`src/rtl/sram_bus_pkg.sv`:
```
// Shared defaults, FSM state type and chip-enable encodings for the SRAM bus master.
package sram_bus_pkg;

    localparam int unsigned DEF_AW     = 22;
    localparam int unsigned DEF_DW     = 16;
    localparam int unsigned DEF_LW     = 8;
    localparam int unsigned DEF_RD_LAT = 1;

    typedef enum logic [2:0] {
        IDLE,
        EN,
        WR,
        RD,
        DRAIN
    } state_t;

    // Packed as {ce, ce2, lb}
    localparam logic [2:0] ENABLES_IDLE   = 3'b010;
    localparam logic [2:0] ENABLES_ACTIVE = 3'b101;

endpackage

```
`src/rtl/sram_rd_pipe.sv`:
```
// Read-response alignment: RD_LAT-deep valid pipe pairing r_data with rsp_valid,
// plus a count of reads issued but not yet returned.
module sram_rd_pipe
    import sram_bus_pkg::*;
#(
    parameter int unsigned DW     = DEF_DW,
    parameter int unsigned RD_LAT = DEF_RD_LAT
) (
    input  logic          clk,
    input  logic          rst_n,
    input  logic          issue,
    input  logic [DW-1:0] r_data,
    output logic          rsp_valid,
    output logic [DW-1:0] rsp_data,
    output logic          empty
);

    localparam int unsigned CW = $clog2(RD_LAT + 2);

    logic [RD_LAT-1:0] vld;
    logic [CW-1:0]     pending;

    always_ff @(posedge clk or negedge rst_n) begin
        if (!rst_n) begin
            vld       <= '0;
            pending   <= '0;
            rsp_valid <= 1'b0;
            rsp_data  <= '0;
        end else begin
            vld[0] <= issue;
            for (int unsigned i = 1; i < RD_LAT; i++) begin
                vld[i] <= vld[i-1];
            end
            rsp_valid <= vld[RD_LAT-1];
            rsp_data  <= vld[RD_LAT-1] ? r_data : '0;
            case ({issue, vld[RD_LAT-1]})
                2'b10:   pending <= pending + CW'(1);
                2'b01:   pending <= pending - CW'(1);
                default: pending <= pending;
            endcase
        end
    end

    assign empty = (pending == '0);

endmodule

```
`src/rtl/sram_bus_master.sv`:
```
// Burst initiator for the 16-bit synchronous RAM port.
// Build option SRAM_STATS_EN adds saturating wr_count/rd_count strobe counters.
module sram_bus_master
    import sram_bus_pkg::*;
#(
    parameter int unsigned AW     = DEF_AW,
    parameter int unsigned DW     = DEF_DW,
    parameter int unsigned LW     = DEF_LW,
    parameter int unsigned RD_LAT = DEF_RD_LAT
) (
    input  logic          clk,
    input  logic          rst_n,
    input  logic          cmd_valid,
    output logic          cmd_ready,
    input  logic          cmd_we,
    input  logic [AW-1:0] cmd_addr,
    input  logic [LW-1:0] cmd_len,
    input  logic          wr_valid,
    output logic          wr_ready,
    input  logic [DW-1:0] wr_data,
    output logic          rsp_valid,
    output logic [DW-1:0] rsp_data,
    output logic          busy,
    output logic          ce,
    output logic          ce2,
    output logic          lb,
    output logic          w_en,
    output logic          r_en,
    output logic [AW-1:0] w_addr,
    output logic [AW-1:0] r_addr,
    output logic [DW-1:0] w_data,
    input  logic [DW-1:0] r_data
`ifdef SRAM_STATS_EN
    ,
    output logic [31:0]   wr_count,
    output logic [31:0]   rd_count
`endif
);

    state_t        state;
    logic [AW-1:0] cur;
    logic [LW:0]   remain;
    logic          we;
    logic          rd_empty;

    always_ff @(posedge clk or negedge rst_n) begin
        if (!rst_n) begin
            state          <= IDLE;
            cmd_ready      <= 1'b1;
            busy           <= 1'b0;
            {ce, ce2, lb}  <= ENABLES_IDLE;
            wr_ready       <= 1'b0;
            w_en           <= 1'b0;
            r_en           <= 1'b0;
            w_addr         <= '0;
            r_addr         <= '0;
            w_data         <= '0;
            cur            <= '0;
            remain         <= '0;
            we             <= 1'b0;
        end else begin
            w_en   <= 1'b0;
            w_addr <= '0;
            w_data <= '0;
            r_en   <= 1'b0;
            r_addr <= '0;
            case (state)
                IDLE: begin
                    if (cmd_valid) begin
                        cmd_ready     <= 1'b0;
                        busy          <= 1'b1;
                        {ce, ce2, lb} <= ENABLES_ACTIVE;
                        cur           <= cmd_addr;
                        remain        <= (LW+1)'(cmd_len) + (LW+1)'(1);
                        we            <= cmd_we;
                        state         <= EN;
                    end
                end
                EN: begin
                    if (we) begin
                        wr_ready <= 1'b1;
                        state    <= WR;
                    end else begin
                        r_en   <= 1'b1;
                        r_addr <= cur;
                        cur    <= cur + AW'(1);
                        remain <= remain - (LW+1)'(1);
                        state  <= RD;
                    end
                end
                WR: begin
                    // wr_ready is registered a cycle ahead, so it is already low
                    // on the edge after the last word has been taken.
                    if (wr_valid) begin
                        w_en   <= 1'b1;
                        w_addr <= cur;
                        w_data <= wr_data;
                        cur    <= cur + AW'(1);
                        remain <= remain - (LW+1)'(1);
                        if (remain == (LW+1)'(1)) begin
                            wr_ready <= 1'b0;
                            state    <= DRAIN;
                        end
                    end
                end
                RD: begin
                    if (remain != '0) begin
                        r_en   <= 1'b1;
                        r_addr <= cur;
                        cur    <= cur + AW'(1);
                        remain <= remain - (LW+1)'(1);
                    end else begin
                        state <= DRAIN;
                    end
                end
                DRAIN: begin
                    if (we || rd_empty) begin
                        {ce, ce2, lb} <= ENABLES_IDLE;
                        busy          <= 1'b0;
                        cmd_ready     <= 1'b1;
                        state         <= IDLE;
                    end
                end
                default: state <= IDLE;
            endcase
        end
    end

    sram_rd_pipe #(
        .DW     (DW),
        .RD_LAT (RD_LAT)
    ) u_rd_pipe (
        .clk       (clk),
        .rst_n     (rst_n),
        .issue     (r_en),
        .r_data    (r_data),
        .rsp_valid (rsp_valid),
        .rsp_data  (rsp_data),
        .empty     (rd_empty)
    );

`ifdef SRAM_STATS_EN
    always_ff @(posedge clk or negedge rst_n) begin
        if (!rst_n) begin
            wr_count <= '0;
            rd_count <= '0;
        end else begin
            if (w_en && (wr_count != '1)) wr_count <= wr_count + 32'd1;
            if (r_en && (rd_count != '1)) rd_count <= rd_count + 32'd1;
        end
    end
`endif

endmodule

```
`config.mk`:
```
export PLATFORM = sky130hd
export DESIGN_NAME = sram_bus_master
export DESIGN_NICKNAME = d
export VERILOG_FILES = /design/src/rtl/sram_bus_pkg.sv /design/src/rtl/sram_rd_pipe.sv /design/src/rtl/sram_bus_master.sv
export SDC_FILE = /design/constraint.sdc
export NUM_CORES = 1
export LEC_CHECK = 0
export CAP_MARGIN = 15
export CORE_ASPECT_RATIO = 0.7
export CORE_MARGIN = 4
export CORE_UTILIZATION = 35
export DETAILED_ROUTE_END_ITERATION = 8
export SLEW_MARGIN = 20
export SYNTH_ARGS = -nofsm -noshare
export SYNTH_HDL_FRONTEND = slang
export SYNTH_HIERARCHICAL = 1
export SYNTH_SLANG_ARGS = --single-unit
```
`constraint.sdc`:
```
create_clock -name clk -period 2.47 [get_ports clk]
set_input_delay 0.494 -clock clk [delete_from_list [all_inputs] [get_ports clk]]
set_output_delay 0.494 -clock clk [all_outputs]
set_load 0.05 [all_outputs]
```
==> metrics <==
run status=complete, no violations; clock tree from TritonCTS=yes; dominant cell type by area after synthesis=sky130_fd_sc_hd__dfrtp_1; leakage component of the power=3.21 nW; Clock H-tree levels=4; number of warnings issued by yosys=6; vias per cell=4.91; Yosys reg bits=120; remaining routing DRC violations=0; effective utilization at floorplan=36.4%; number of distinct library cell variants in the gate-level netlist after synthesis=50; number of hold buffers added after cts=0; share of async-settable or async-resettable flops after synthesis=100%; proportion of netlist area held by the largest area contributor=57.9%; clock skew after layout=0.00562 ns; sum of routed wire length over all layers=13300 um; nature of the critical path startpoint=register; maximum fanout encountered on the critical timing path=28; Most used DFF post-synth=sky130_fd_sc_hd__dfrtp_1; most common library cell in the layout ignoring fill and taps=sky130_fd_sc_hd__clkdlybuf4s50_1; initial detailed-routing violation count=283; post-route standard cell area excluding fillers=0.00749 mm^2; GR Layer Usage met1=22.5%; detailed placement HPWL=9580 um; Critical Path Sink Type=register; nets=713; number of filler instances in the final layout=1253; slew at the pin with the worst max-slew slack=0.845 ns; remaining number of nets flagged by the antenna check after routing=0; clock insertion delay at the later pin of the skew report=0.40 ns; time the worst path needs with I/O delays and setup=2.27 ns; number of failing hold endpoints at the final stage=0; Slew headroom=43.6%; share of the clock period used by the worst path=91.8%; type of the worst setup path=register to register; biggest area contributors in the synthesized netlist=sky130_fd_sc_hd__dfrtp_1 (58%), sky130_fd_sc_hd__and2_1 (9.2%), sky130_fd_sc_hd__a21oi_1 (3.2%), sky130_fd_sc_hd__o21ai_0 (2.9%), sky130_fd_sc_hd__nand2_1 (2.4%); placeable core region=0.0141 mm^2; via count of the first global-routing pass=4177; signal arrival time at the worst endpoint=2.56 ns; first-pass GRT wire length=21700 um; EDFF count, synth=0; Area Growth Syn to Fin=45.7%; met2 track demand over resource=25.5%; final setup violation count=0; chip width=153 um; Mapped Cells=485; Req. time, crit path=2.76 ns; Chip Height=109 um; worst-case clock buffer depth=2; vias=4137; share of layout cells above drive strength 1=8.88%; count of input and output buffers=151; # Max-Cap Violations=0; number of sinks driven by the clock tree=120; Clk Tree Root Cell=sky130_fd_sc_hd__clkbuf_16; Post-Syn Nets=558; register area share after synthesis=58.4%; antenna violations before repair=0; weighted congestion at the end of routability-driven global placement=0.858; RSZ-0062 raised after global routing=false; Boundary Pins=152; highest-count cells in the layout ignoring fill and taps=sky130_fd_sc_hd__clkdlybuf4s50_1 (150), sky130_fd_sc_hd__dfrtp_1 (119), sky130_fd_sc_hd__and2_1 (76); final total negative setup slack=0 ns; maximum achievable frequency=0.441 GHz; clock-pin slew reported for the worst setup and hold paths after clock tree synthesis=0.06 ns; per-cell routed wire length=15.8 um; post-synth design cell area=0.00514 mm^2; die outline area=0.0167 mm^2; Overflow after GRT=0; worst hold path type=input pin to async pin; Antenna Diode Count=0; Max rail drop VDD=0.000581 V; average size of a mapped cell=10.6 um^2; pin count of the biggest net entering global routing=45; cts bufs inserted=17; GR Util All Layers=16.4%; post-layout power=0.0102 W; layer with the highest usage after global routing=met2; Global Route met3 Usage=4.92%; Detailed Routing Iterations Pass 1=5; Post-CTS Setup Bufs=0; placed inst area=0.00692 mm^2; power density over cell area=1360 mW/mm^2; final slew viol count=0; number of placement rows=36; Resize count post-CTS=0
-- kinds of logic after synthesis --
group                      share of synthesized area (%)
and+or+nand+nor                                     21.2
DFF                                                 58.4
AOI/OAI and AO/OA                                   13.5
buffers and inverters                               3.50
xor gates and xnor gates                            1.36
adders and majority gates                           1.46
muxes                                              0.608
-- worst paths after layout --
check / from / to / slack (ns) / cells past startpoint
setup / recovery: remain[5] / cur[13] / 0.20 / 6
hold / removal: rst_n / r_addr[10] / 0.08 / 1
setup reg to reg: remain[5] / cur[13] / 0.20 / 6
hold reg to reg: r_en / u_rd_pipe/vld / 0.41 / 0
min in group clk: r_en / u_rd_pipe/vld / 0.41 / 0
max in group asynchronous: rst_n / remain[5] / 1.69 / 2
-- through the flow --
stage                     util, %  hold WS [ns]  instances  setup slack, ns
after floorplan                 -         0.198        485            0.500
after global placement       48.9         0.387        811            0.236
after detailed placement     48.9         0.391        811            0.214
after CTS                    53.0         0.104        843            0.194
after global routing         53.0         0.132        843           0.0759
final                        53.0        0.0839        843            0.202
-- cell usage after synthesis (2+ instances only) --
master / n
sky130_fd_sc_hd__a21oi_1: 33
sky130_fd_sc_hd__a22oi_1: 2
sky130_fd_sc_hd__a2bb2oi_1: 14
sky130_fd_sc_hd__a31oi_1: 4
sky130_fd_sc_hd__and2_1: 76
sky130_fd_sc_hd__and4_1: 4
sky130_fd_sc_hd__buf_2: 6
sky130_fd_sc_hd__buf_4: 5
sky130_fd_sc_hd__clkbuf_1: 19
sky130_fd_sc_hd__dfrtp_1: 119
sky130_fd_sc_hd__ha_1: 6
sky130_fd_sc_hd__inv_1: 10
sky130_fd_sc_hd__mux2i_1: 2
sky130_fd_sc_hd__nand2_1: 33
sky130_fd_sc_hd__nand3_1: 17
sky130_fd_sc_hd__nand4_1: 12
sky130_fd_sc_hd__nor2_1: 28
sky130_fd_sc_hd__nor2b_1: 4
sky130_fd_sc_hd__nor3_1: 11
sky130_fd_sc_hd__nor4_1: 6
sky130_fd_sc_hd__o21ai_0: 30
sky130_fd_sc_hd__o22a_1: 2
sky130_fd_sc_hd__o22ai_1: 8
sky130_fd_sc_hd__or4_1: 2
sky130_fd_sc_hd__xnor2_1: 5
sky130_fd_sc_hd__xor2_1: 3
-- critical path, stage by stage (launching register included) --
cell                        delay [ns]
sky130_fd_sc_hd__dfrtp_1          0.41
sky130_fd_sc_hd__or4_4            0.57
sky130_fd_sc_hd__nor3b_4          0.40
sky130_fd_sc_hd__a2bb2oi_4        0.32
sky130_fd_sc_hd__buf_12           0.21
sky130_fd_sc_hd__a21oi_1          0.06
sky130_fd_sc_hd__o22a_1           0.18
-- state kept, by name, indices dropped and copies added, names as in the netlist, 2 cells and up --
| register | cells |
|---|---|
| r_addr | 22 |
| w_addr | 22 |
| remain | 9 |
| w_data | 16 |
| u_rd_pipe/pending | 2 |
| state | 3 |
| u_rd_pipe/rsp_data | 16 |
| cur | 22 |
-- routing by layer --
metal | part of all wire, % | wire length, um
met1 | 47 | 6250
met2 | 45 | 6060
met3 | 6.8 | 908
met5 | 0 | 0
met4 | 0.80 | 106
-- layout make-up --
type	count	area [um^2]	area share, %
clock buffers	20	457	6.09
clock inverters	12	116	1.55
inverters	10	37.5	0.501
multi-input cells	324	1990	26.5
flip-flops and latches	120	3000	40.1
well taps	190	238	3.17
repair buffers	167	1650	22.1
-- report_power, final --
group	switching (W)	total, W	internal (W)
Sequential	0.000630	0.00329	0.00266
Clock	0.000914	0.00236	0.00145
Combinational	0.00281	0.00451	0.00170
Power figures use the tool's default switching activity.
